**src/rtl/dispatch_router_if.sv**
```systemverilog
// Bundle between map_dispatch, the dispatch router and the reservation
// stations.
//   Upstream side : i_flush, i_dispatch_en/opcode/pc/insn/dst_tag in,
//                   o_dispatch_stall back to map_dispatch.
//   Station side  : i_alu_rs_full/i_lsu_rs_full in, o_alu_rs_en/o_lsu_rs_en
//                   enqueue strobes plus the shared o_rs_* payload bus out.
// slave  : the router itself.
// master : whatever drives the router (map_dispatch + stations, or a bench).
interface dispatch_router_if #(
  parameter int NUM_ALU_RS   = 2,
  parameter int OPCODE_WIDTH = 7,
  parameter int ADDR_WIDTH   = 32,
  parameter int DATA_WIDTH   = 32,
  parameter int TAG_WIDTH    = 6
);
  logic                    i_flush;
  logic                    i_dispatch_en;
  logic [OPCODE_WIDTH-1:0] i_dispatch_opcode;
  logic [ADDR_WIDTH-1:0]   i_dispatch_pc;
  logic [DATA_WIDTH-1:0]   i_dispatch_insn;
  logic [TAG_WIDTH-1:0]    i_dispatch_dst_tag;
  logic [NUM_ALU_RS-1:0]   i_alu_rs_full;
  logic                    i_lsu_rs_full;
  logic                    o_dispatch_stall;
  logic [NUM_ALU_RS-1:0]   o_alu_rs_en;
  logic                    o_lsu_rs_en;
  logic [OPCODE_WIDTH-1:0] o_rs_opcode;
  logic [ADDR_WIDTH-1:0]   o_rs_pc;
  logic [DATA_WIDTH-1:0]   o_rs_insn;
  logic [TAG_WIDTH-1:0]    o_rs_dst_tag;

  modport slave (
    input  i_flush, i_dispatch_en, i_dispatch_opcode, i_dispatch_pc,
           i_dispatch_insn, i_dispatch_dst_tag, i_alu_rs_full, i_lsu_rs_full,
    output o_dispatch_stall, o_alu_rs_en, o_lsu_rs_en, o_rs_opcode, o_rs_pc,
           o_rs_insn, o_rs_dst_tag
  );

  modport master (
    output i_flush, i_dispatch_en, i_dispatch_opcode, i_dispatch_pc,
           i_dispatch_insn, i_dispatch_dst_tag, i_alu_rs_full, i_lsu_rs_full,
    input  o_dispatch_stall, o_alu_rs_en, o_lsu_rs_en, o_rs_opcode, o_rs_pc,
           o_rs_insn, o_rs_dst_tag
  );
endinterface

```
**src/rtl/dispatch_router.sv**
```systemverilog
// dispatch_router: one-entry holding register between map_dispatch and the
// reservation stations. Each captured instruction is classified as LSU
// (LOAD/STORE) or ALU and enqueued to the LSU station or to one of
// NUM_ALU_RS ALU stations chosen round-robin, skipping full ones. While the
// held instruction cannot be placed, o_dispatch_stall holds upstream.
// Ports:
//   clk   : clock
//   n_rst : synchronous active-low reset
//   bus   : dispatch_router_if.slave (dispatch inputs, station full flags,
//           enqueue strobes, shared payload bus, upstream stall)
module dispatch_router #(
  parameter int NUM_ALU_RS   = 2,
  parameter int OPCODE_WIDTH = 7,
  parameter int ADDR_WIDTH   = 32,
  parameter int DATA_WIDTH   = 32,
  parameter int TAG_WIDTH    = 6
) (
  input  logic              clk,
  input  logic              n_rst,
  dispatch_router_if.slave  bus
);
  localparam int PTR_W = $clog2(NUM_ALU_RS);
  localparam logic [OPCODE_WIDTH-1:0] OPC_LOAD  = OPCODE_WIDTH'(7'b0000011);
  localparam logic [OPCODE_WIDTH-1:0] OPC_STORE = OPCODE_WIDTH'(7'b0100011);

  typedef enum logic {ST_EMPTY, ST_VALID} state_t;

  state_t                  state_q, state_d;
  logic [PTR_W-1:0]        rr_ptr_q, rr_ptr_d;
  logic [OPCODE_WIDTH-1:0] opcode_q, opcode_d;
  logic [ADDR_WIDTH-1:0]   pc_q, pc_d;
  logic [DATA_WIDTH-1:0]   insn_q, insn_d;
  logic [TAG_WIDTH-1:0]    tag_q, tag_d;
  logic                    is_lsu_q, is_lsu_d;

  logic                    held;
  logic                    lsu_ok, alu_ok, fire;
  logic                    alu_free;
  logic [PTR_W-1:0]        sel;
  logic [PTR_W-1:0]        scan_idx;
  logic                    capture;

  function automatic logic classify_lsu(input logic [OPCODE_WIDTH-1:0] op);
    return (op == OPC_LOAD) || (op == OPC_STORE);
  endfunction

  // First non-full ALU station starting at rr_ptr; the pointer wraps
  // naturally because NUM_ALU_RS is a power of two.
  always_comb begin
    sel      = '0;
    alu_free = 1'b0;
    scan_idx = '0;
    for (int i = 0; i < NUM_ALU_RS; i++) begin
      scan_idx = rr_ptr_q + PTR_W'(i);
      if (!alu_free && !bus.i_alu_rs_full[scan_idx]) begin
        sel      = scan_idx;
        alu_free = 1'b1;
      end
    end
  end

  assign held   = (state_q == ST_VALID);
  assign lsu_ok = held &  is_lsu_q & ~bus.i_lsu_rs_full;
  assign alu_ok = held & ~is_lsu_q & alu_free;
  assign fire   = (lsu_ok | alu_ok) & ~bus.i_flush;

  // State register
  always_ff @(posedge clk) begin
    if (!n_rst) begin
      state_q  <= ST_EMPTY;
      rr_ptr_q <= '0;
      opcode_q <= '0;
      pc_q     <= '0;
      insn_q   <= '0;
      tag_q    <= '0;
      is_lsu_q <= 1'b0;
    end else begin
      state_q  <= state_d;
      rr_ptr_q <= rr_ptr_d;
      opcode_q <= opcode_d;
      pc_q     <= pc_d;
      insn_q   <= insn_d;
      tag_q    <= tag_d;
      is_lsu_q <= is_lsu_d;
    end
  end

  // Next-state logic. A flush empties the register without capturing;
  // a stalled entry ignores i_dispatch_en since upstream is held.
  always_comb begin
    state_d  = state_q;
    rr_ptr_d = rr_ptr_q;
    capture  = 1'b0;
    if (bus.i_flush) begin
      state_d = ST_EMPTY;
    end else begin
      unique case (state_q)
        ST_EMPTY: begin
          if (bus.i_dispatch_en) begin
            capture = 1'b1;
            state_d = ST_VALID;
          end
        end
        ST_VALID: begin
          if (fire) begin
            capture = bus.i_dispatch_en;
            state_d = bus.i_dispatch_en ? ST_VALID : ST_EMPTY;
          end
        end
        default: state_d = ST_EMPTY;
      endcase
    end
    if (alu_ok && !bus.i_flush) begin
      rr_ptr_d = sel + PTR_W'(1);
    end
    opcode_d = capture ? bus.i_dispatch_opcode  : opcode_q;
    pc_d     = capture ? bus.i_dispatch_pc      : pc_q;
    insn_d   = capture ? bus.i_dispatch_insn    : insn_q;
    tag_d    = capture ? bus.i_dispatch_dst_tag : tag_q;
    is_lsu_d = capture ? classify_lsu(bus.i_dispatch_opcode) : is_lsu_q;
  end

  // Output logic. The full flags reach o_dispatch_stall combinationally so
  // a station freeing up releases upstream in the same cycle.
  always_comb begin
    bus.o_lsu_rs_en      = lsu_ok & ~bus.i_flush;
    bus.o_alu_rs_en      = '0;
    if (alu_ok && !bus.i_flush) begin
      bus.o_alu_rs_en[sel] = 1'b1;
    end
    bus.o_dispatch_stall = held & ~fire & ~bus.i_flush;
  end

  assign bus.o_rs_opcode  = opcode_q;
  assign bus.o_rs_pc      = pc_q;
  assign bus.o_rs_insn    = insn_q;
  assign bus.o_rs_dst_tag = tag_q;
endmodule
```
**src/flat_wrapper.sv**
```systemverilog
// flat-port wrapper written by rule: the top's interface ports become plain ports
module dispatch_router_flat 
#(
  parameter int NUM_ALU_RS   = 2,
  parameter int OPCODE_WIDTH = 7,
  parameter int ADDR_WIDTH   = 32,
  parameter int DATA_WIDTH   = 32,
  parameter int TAG_WIDTH    = 6
)
  (clk, n_rst, bus_i_flush, bus_i_dispatch_en, bus_i_dispatch_opcode, bus_i_dispatch_pc, bus_i_dispatch_insn, bus_i_dispatch_dst_tag, bus_i_alu_rs_full, bus_i_lsu_rs_full, bus_o_dispatch_stall, bus_o_alu_rs_en, bus_o_lsu_rs_en, bus_o_rs_opcode, bus_o_rs_pc, bus_o_rs_insn, bus_o_rs_dst_tag);
  dispatch_router_if #(.NUM_ALU_RS(NUM_ALU_RS), .OPCODE_WIDTH(OPCODE_WIDTH), .ADDR_WIDTH(ADDR_WIDTH), .DATA_WIDTH(DATA_WIDTH), .TAG_WIDTH(TAG_WIDTH)) bus_i ();
  input  logic clk;
  input  logic n_rst;
  input wire logic [$bits(bus_i.i_flush)-1:0] bus_i_flush;
  input wire logic [$bits(bus_i.i_dispatch_en)-1:0] bus_i_dispatch_en;
  input wire logic [$bits(bus_i.i_dispatch_opcode)-1:0] bus_i_dispatch_opcode;
  input wire logic [$bits(bus_i.i_dispatch_pc)-1:0] bus_i_dispatch_pc;
  input wire logic [$bits(bus_i.i_dispatch_insn)-1:0] bus_i_dispatch_insn;
  input wire logic [$bits(bus_i.i_dispatch_dst_tag)-1:0] bus_i_dispatch_dst_tag;
  input wire logic [$bits(bus_i.i_alu_rs_full)-1:0] bus_i_alu_rs_full;
  input wire logic [$bits(bus_i.i_lsu_rs_full)-1:0] bus_i_lsu_rs_full;
  output wire logic [$bits(bus_i.o_dispatch_stall)-1:0] bus_o_dispatch_stall;
  output wire logic [$bits(bus_i.o_alu_rs_en)-1:0] bus_o_alu_rs_en;
  output wire logic [$bits(bus_i.o_lsu_rs_en)-1:0] bus_o_lsu_rs_en;
  output wire logic [$bits(bus_i.o_rs_opcode)-1:0] bus_o_rs_opcode;
  output wire logic [$bits(bus_i.o_rs_pc)-1:0] bus_o_rs_pc;
  output wire logic [$bits(bus_i.o_rs_insn)-1:0] bus_o_rs_insn;
  output wire logic [$bits(bus_i.o_rs_dst_tag)-1:0] bus_o_rs_dst_tag;
  assign bus_i.i_flush = bus_i_flush;
  assign bus_i.i_dispatch_en = bus_i_dispatch_en;
  assign bus_i.i_dispatch_opcode = bus_i_dispatch_opcode;
  assign bus_i.i_dispatch_pc = bus_i_dispatch_pc;
  assign bus_i.i_dispatch_insn = bus_i_dispatch_insn;
  assign bus_i.i_dispatch_dst_tag = bus_i_dispatch_dst_tag;
  assign bus_i.i_alu_rs_full = bus_i_alu_rs_full;
  assign bus_i.i_lsu_rs_full = bus_i_lsu_rs_full;
  assign bus_o_dispatch_stall = bus_i.o_dispatch_stall;
  assign bus_o_alu_rs_en = bus_i.o_alu_rs_en;
  assign bus_o_lsu_rs_en = bus_i.o_lsu_rs_en;
  assign bus_o_rs_opcode = bus_i.o_rs_opcode;
  assign bus_o_rs_pc = bus_i.o_rs_pc;
  assign bus_o_rs_insn = bus_i.o_rs_insn;
  assign bus_o_rs_dst_tag = bus_i.o_rs_dst_tag;
  dispatch_router #(.NUM_ALU_RS(NUM_ALU_RS), .OPCODE_WIDTH(OPCODE_WIDTH), .ADDR_WIDTH(ADDR_WIDTH), .DATA_WIDTH(DATA_WIDTH), .TAG_WIDTH(TAG_WIDTH)) u_core (.clk(clk), .n_rst(n_rst), .bus(bus_i));
endmodule
```
**config.mk**
```make
export PLATFORM = sky130hd
export DESIGN_NAME = dispatch_router_flat
export DESIGN_NICKNAME = d
export VERILOG_FILES = /design/src/rtl/dispatch_router_if.sv /design/src/rtl/dispatch_router.sv /design/src/flat_wrapper.sv
export SDC_FILE = /design/constraint.sdc
export NUM_CORES = 1
export LEC_CHECK = 0
export CAP_MARGIN = 10
export CORE_MARGIN = 3
export CORE_UTILIZATION = 40
export CTS_CLUSTER_DIAMETER = 30
export DETAILED_ROUTE_END_ITERATION = 7
export PLACE_DENSITY = 0.78
export SLEW_MARGIN = 25
export SYNTH_ARGS = -nofsm -noshare
export SYNTH_HDL_FRONTEND = slang
export SYNTH_SLANG_ARGS = --single-unit
```
**constraint.sdc**
```tcl
create_clock -name clk -period 1.85 [get_ports clk]
set_input_delay 0.4625 -clock clk [delete_from_list [all_inputs] [get_ports clk]]
set_output_delay 0.4625 -clock clk [all_outputs]
set_load 0.03 [all_outputs]
```
# Word-level counts from Yosys, hierarchy flattened

Index checks and enable logic that the tools add are counted.

Register bits after elaboration: 80
Bits in latches: 0
Memory bits (writable): 0
Bits in read-only memories: 0
Bits of input ports: 84
Output and inout bits: 81
Logic and storage cells: 54
Memories kept: 0

Add/sub/neg operators: 2
Multipliers: 0
Div/mod/pow operators: 0
$lt $le $gt $ge: 4
Equal/unequal tests: 2
Shifts and indexed selects: 0
Mux-type cells: 17
Bitwise logic cells: 15
Reduce and logical (&&, ||, !) cells: 7

Operators with widths:

| cell                                                     | number |
|---|---|
| 2-to-1 mux 1 bit                                         | 13 |
| AND 1 bit                                                | 8 |
| == test 7 x 2 -> 1 bit, second input constant            | 1 |
| == test 7 x 6 -> 1 bit, second input constant            | 1 |
| < comparator 1 x 2 -> 1 bit, second input constant       | 3 |
| NOT 1 bit                                                | 6 |
| case mux 1 bit (2 select lines)                          | 2 |
| logical AND 1 bit                                        | 3 |
| adder 1 bit, second input constant                       | 2 |
| logical NOT 1 bit                                        | 2 |
| 2-to-1 mux 2 bit                                         | 1 |
| OR reduction 2 bit                                       | 1 |
| demux 1 bit (select 1 bit)                               | 1 |
| greater-or-equal comparator 1 bit, second input constant | 1 |
| logical OR 1 bit                                         | 1 |
| bitwise OR 1 bit                                         | 1 |

# Depth between registers and ports, before layout

Word-level depth: 12
Gate-level depth with buffers: 6
Depth with buffers taken out: 3

# Worst setup path before layout

OpenSTA, ideal clock, no wires.

Kind: input to output
Start: input port bus_i_flush
End: output port bus_o_alu_rs_en[0]
Data arrival time: 1638 ps
Data required time: 1387 ps
Path slack: -250 ps
Stages: 3
Buffers on the path: 0
Cells stage by stage: nor3b_1 -> nor2b_1 -> a21boi_0

Word-level cells in the longest chain between the ends: 3

RTL lines:

| what              | RTL line               | source |
|---|---|---|
| from (decl)       | flat_wrapper.sv:14     | `input wire logic [$bits(bus_i.i_flush)-1:0] bus_i_flush;` |
| logical NOT 1 bit | dispatch_router.sv:128 | `if (alu_ok && !bus.i_flush) begin` |
| logical AND 1 bit | dispatch_router.sv:128 |  |
| 2-to-1 mux 2 bit  | dispatch_router.sv:128 |  |
| to (decl)         | flat_wrapper.sv:23     | `output wire logic [$bits(bus_i.o_alu_rs_en)-1:0] bus_o_alu_rs_en;` |

Every way passes these cells.

# Worst setup path after layout

Same ends and word-level chain as after synthesis.

==> flow_summary_export.csv <==
group,metric,value,unit
status,status,"finished, violations left",
status,violations,"setup timing",
clocking,tritoncts,"done",
sta,whs,0.437,ns
floorplanning,core_area,0.00785,mm2
hold_path,min_path_type,"primary input to flop",
cells_and_area,antenna_cells,0,
place,portBuffers,164,
clocking,cts.sinks,80,
cells_and_area,post-route-util,69.8,%
critical_path,worst-endpoint-arrival,1.40,ns
floorplanning,dieArea,0.00931,mm2
cells_and_area,area_growth_syn_to_layout,67.4,%
detailed_routing,wl,8870,um
yosys,ys_types,22,
detailed_routing,drc,0,
cells_and_area,final_cell_mix,"157 x nand2_1, 87 x clkdlybuf4s50_1, 78 x mux2i_1, 78 x dfxtp_1, 62 x dlymetal6s2s_1",
critical_path,start_kind,"primary input",
floorplanning,rows,32,
place,place_hpwl,6460,um
sta,finalHoldViolations,0,
sta,max_freq,537,MHz
sta,fin_crit_sh,101,%
clocking,htreeDepth,3,
floorplanning,die_x,96.5,um
floorplanning,die_h,96.5,um
global_routing,antenna_found_initial,0,
critical_path,cp_top_family,"simple AND/OR/NAND/NOR gates",
yosys,synth-seq-cells,80,
sta,slew_headroom,75.3,%
global_routing,grt_pass1_vias,2840,
place,placed_cells,614,
critical_path,path_cells,"clkdlybuf4s15_1, nor3b_4, nor2b_4, a21boi_2, buf_6",
floorplanning,initial_core_util,41.7,%
sta,skew,0.00511,ns
critical_path,critPathMaxFanout,2,
run,maxCapViolations,0,
detailed_routing,routed-via-count,2981,
critical_path,r2r-start,"u_core.is_lsu_q$_SDFFE_PN0P_",
global_routing,grt_pass1_wl,13200,um
clocking,clock_latency,0.34,ns
clocking,clk_pin_slew,0.08,ns
yosys,synth_flop_cell,"dfxtp_1",
global_routing,grt_overflow,0,
critical_path,cp.required,1.39,ns
place,pre_cts_slack,-0.339,ns
cells_and_area,final_common_cell,"nand2_1",
pwr,peakVddDrop,0.390,mV
clocking,root_buffer,"clkbuf_8",
sta,finalWorstSetupSlack,-0.0117,ns
yosys,ys_seq_area_share,48.9,%
detailed_routing,viasPerCell,4.72,
critical_path,worstSetupStartpoint,"bus_i_flush",
cells_and_area,layout.nets,608,
critical_path,critical_path.max_stage_delay,0.23,ns
yosys,syn-num-nets,443,
clocking,clockBufferDepth,2,
yosys,synth_area,0.00327,mm2
sta,slew_viol_final,0,
pwr,power_leakage,3.19,nW
yosys,syn_area_per_cell,9.12,um2
cells_and_area,layout-drive-gt1-share,8.13,%
detailed_routing,ant_nets,0,
global_routing,grt_start_max_net_pins,77,
critical_path,end_kind,"output pin",
global_routing,grt.total_usage,18.2,%
cells_and_area,fillers,650,
place,place_congestion,0.727,
sta,min_period,1.86,ns
detailed_routing,wl_per_cell,14.1,um
yosys,yosysWarningCount,0,
yosys,synth_cells,359,
detailed_routing,firstDrtPassIters,4,
sta,setup_viol,1,
critical_path,cp_slowest_cell,"nor3b_4",
detailed_routing,first_iter_violations,72,
sta,worst_pin_slew,0.369,ns
floorplanning,io_pins,165,
yosys,synth_edf_count,0,
pwr,finalPower,4.03,mW
cells_and_area,fin_cells,631,
hold_path,min-delay-start,"n_rst",
yosys,async_flop_share,0,%
sta,grt_setup_unrepaired,"true",
critical_path,worstSetupPathType,"primary input to output pin",
clocking,cts_buffers,9,
pwr,powerDensity,735,mW/mm2
critical_path,critPathBufInv,2,
flip-flops by register name, indices dropped and copies added (netlist names):
| name | count |
|---|---|
| u_core.is_lsu_q | 1 |
| u_core.held | 1 |
| u_core.rr_ptr_q | 1 |
| u_core.bus.o_rs_dst_tag | 6 |
| u_core.bus.o_rs_insn | 32 |
| u_core.bus.o_rs_pc | 32 |
| u_core.bus.o_rs_opcode | 7 |
where the power goes:
group / internal (mW) / switching, mW / total, mW
logic: 0.405 / 0.402 / 0.807
registers: 1.81 / 0.0428 / 1.85
clock network: 0.762 / 0.606 / 1.37
area by class of cell:
cell class	count	area (um2)	area share (%)
clock buffers	11	131	2.40
clock inverters	5	81.3	1.48
flip-flops and latches	80	1610	29.3
inverters	1	3.75	0.0685
multi-input cells	251	1550	28.2
well taps	102	128	2.33
repair buffers	181	1980	36.2
final timing paths:
path / slack [ns] / to / cells past startpoint
hold reg to reg: 0.45 / u_core.bus.o_rs_opcode[2]$_SDFFE_PN0P_ / 2
hold / removal: 0.44 / u_core.rr_ptr_q$_SDFFE_PN0P_ / 2
setup / recovery: -0.01 / bus_o_alu_rs_en[0] / 5
setup reg to reg: 0.11 / u_core.bus.o_rs_insn[24]$_SDFFE_PN0P_ / 6
logic make-up (layout without fill, tap and decap cells):
| family | after synthesis | count (layout) | synth area share (%) |
|---|---|---|---|
| compound gates | 4 | 4 | 0.993 |
| buf+inv | 28 | 198 | 5.23 |
| mux | 78 | 78 | 23.8 |
| simple gates | 169 | 169 | 21.0 |
| flops | 80 | 80 | 48.9 |
worst register-to-register path: stages, from the launching register on:
cell and delay (ns):
dfxtp_4 0.39, buf_4 0.12, and4b_1 0.22, nor4b_4 0.34, buf_4 0.20, buf_12 0.18, mux2i_1 0.21
routing by layer:
metal	global-route usage, %	share of wire, %	wire length (um)	vias up
met5	0	0	0	-
met4	6.78	2.4	214	0
met3	5.27	8.5	751	18
met2	31.1	49	4310	101
met1	21.5	41	3590	1373
li1	-	-	-	1489
repair_timing:
action	4_1_cts	5_1_grt
resized for setup	22	66
hold buffers	0	0
gates cloned	0	0
buffers inserted	0	1
pin swaps	3	0
endpoints found under the hold margin	0	0
endpoints found under the setup margin	10	65
per-stage QoR:
step	instance area, um2	TNS [ns]
2_1_floorplan	3280	-0.0337
3_3_place_gp	5060	-19.97
3_5_place_dp	5060	-23.24
4_1_cts	5310	-0.00339
5_1_grt	5480	-0.136
6_report	5480	-0.0117
Yosys cell counts (all sizes together), types with 2 or more instances:
cell / count / area, um2
nor4b: 2 / 23.8
buf: 9 / 100
o211a: 2 / 20.0
mux2i: 78 / 781
nor3b: 2 / 15.0
clkbuf: 18 / 67.6
nand2: 157 / 589
dfxtp: 80 / 1600
No activity file was read; power rests on OpenSTA's default activity.
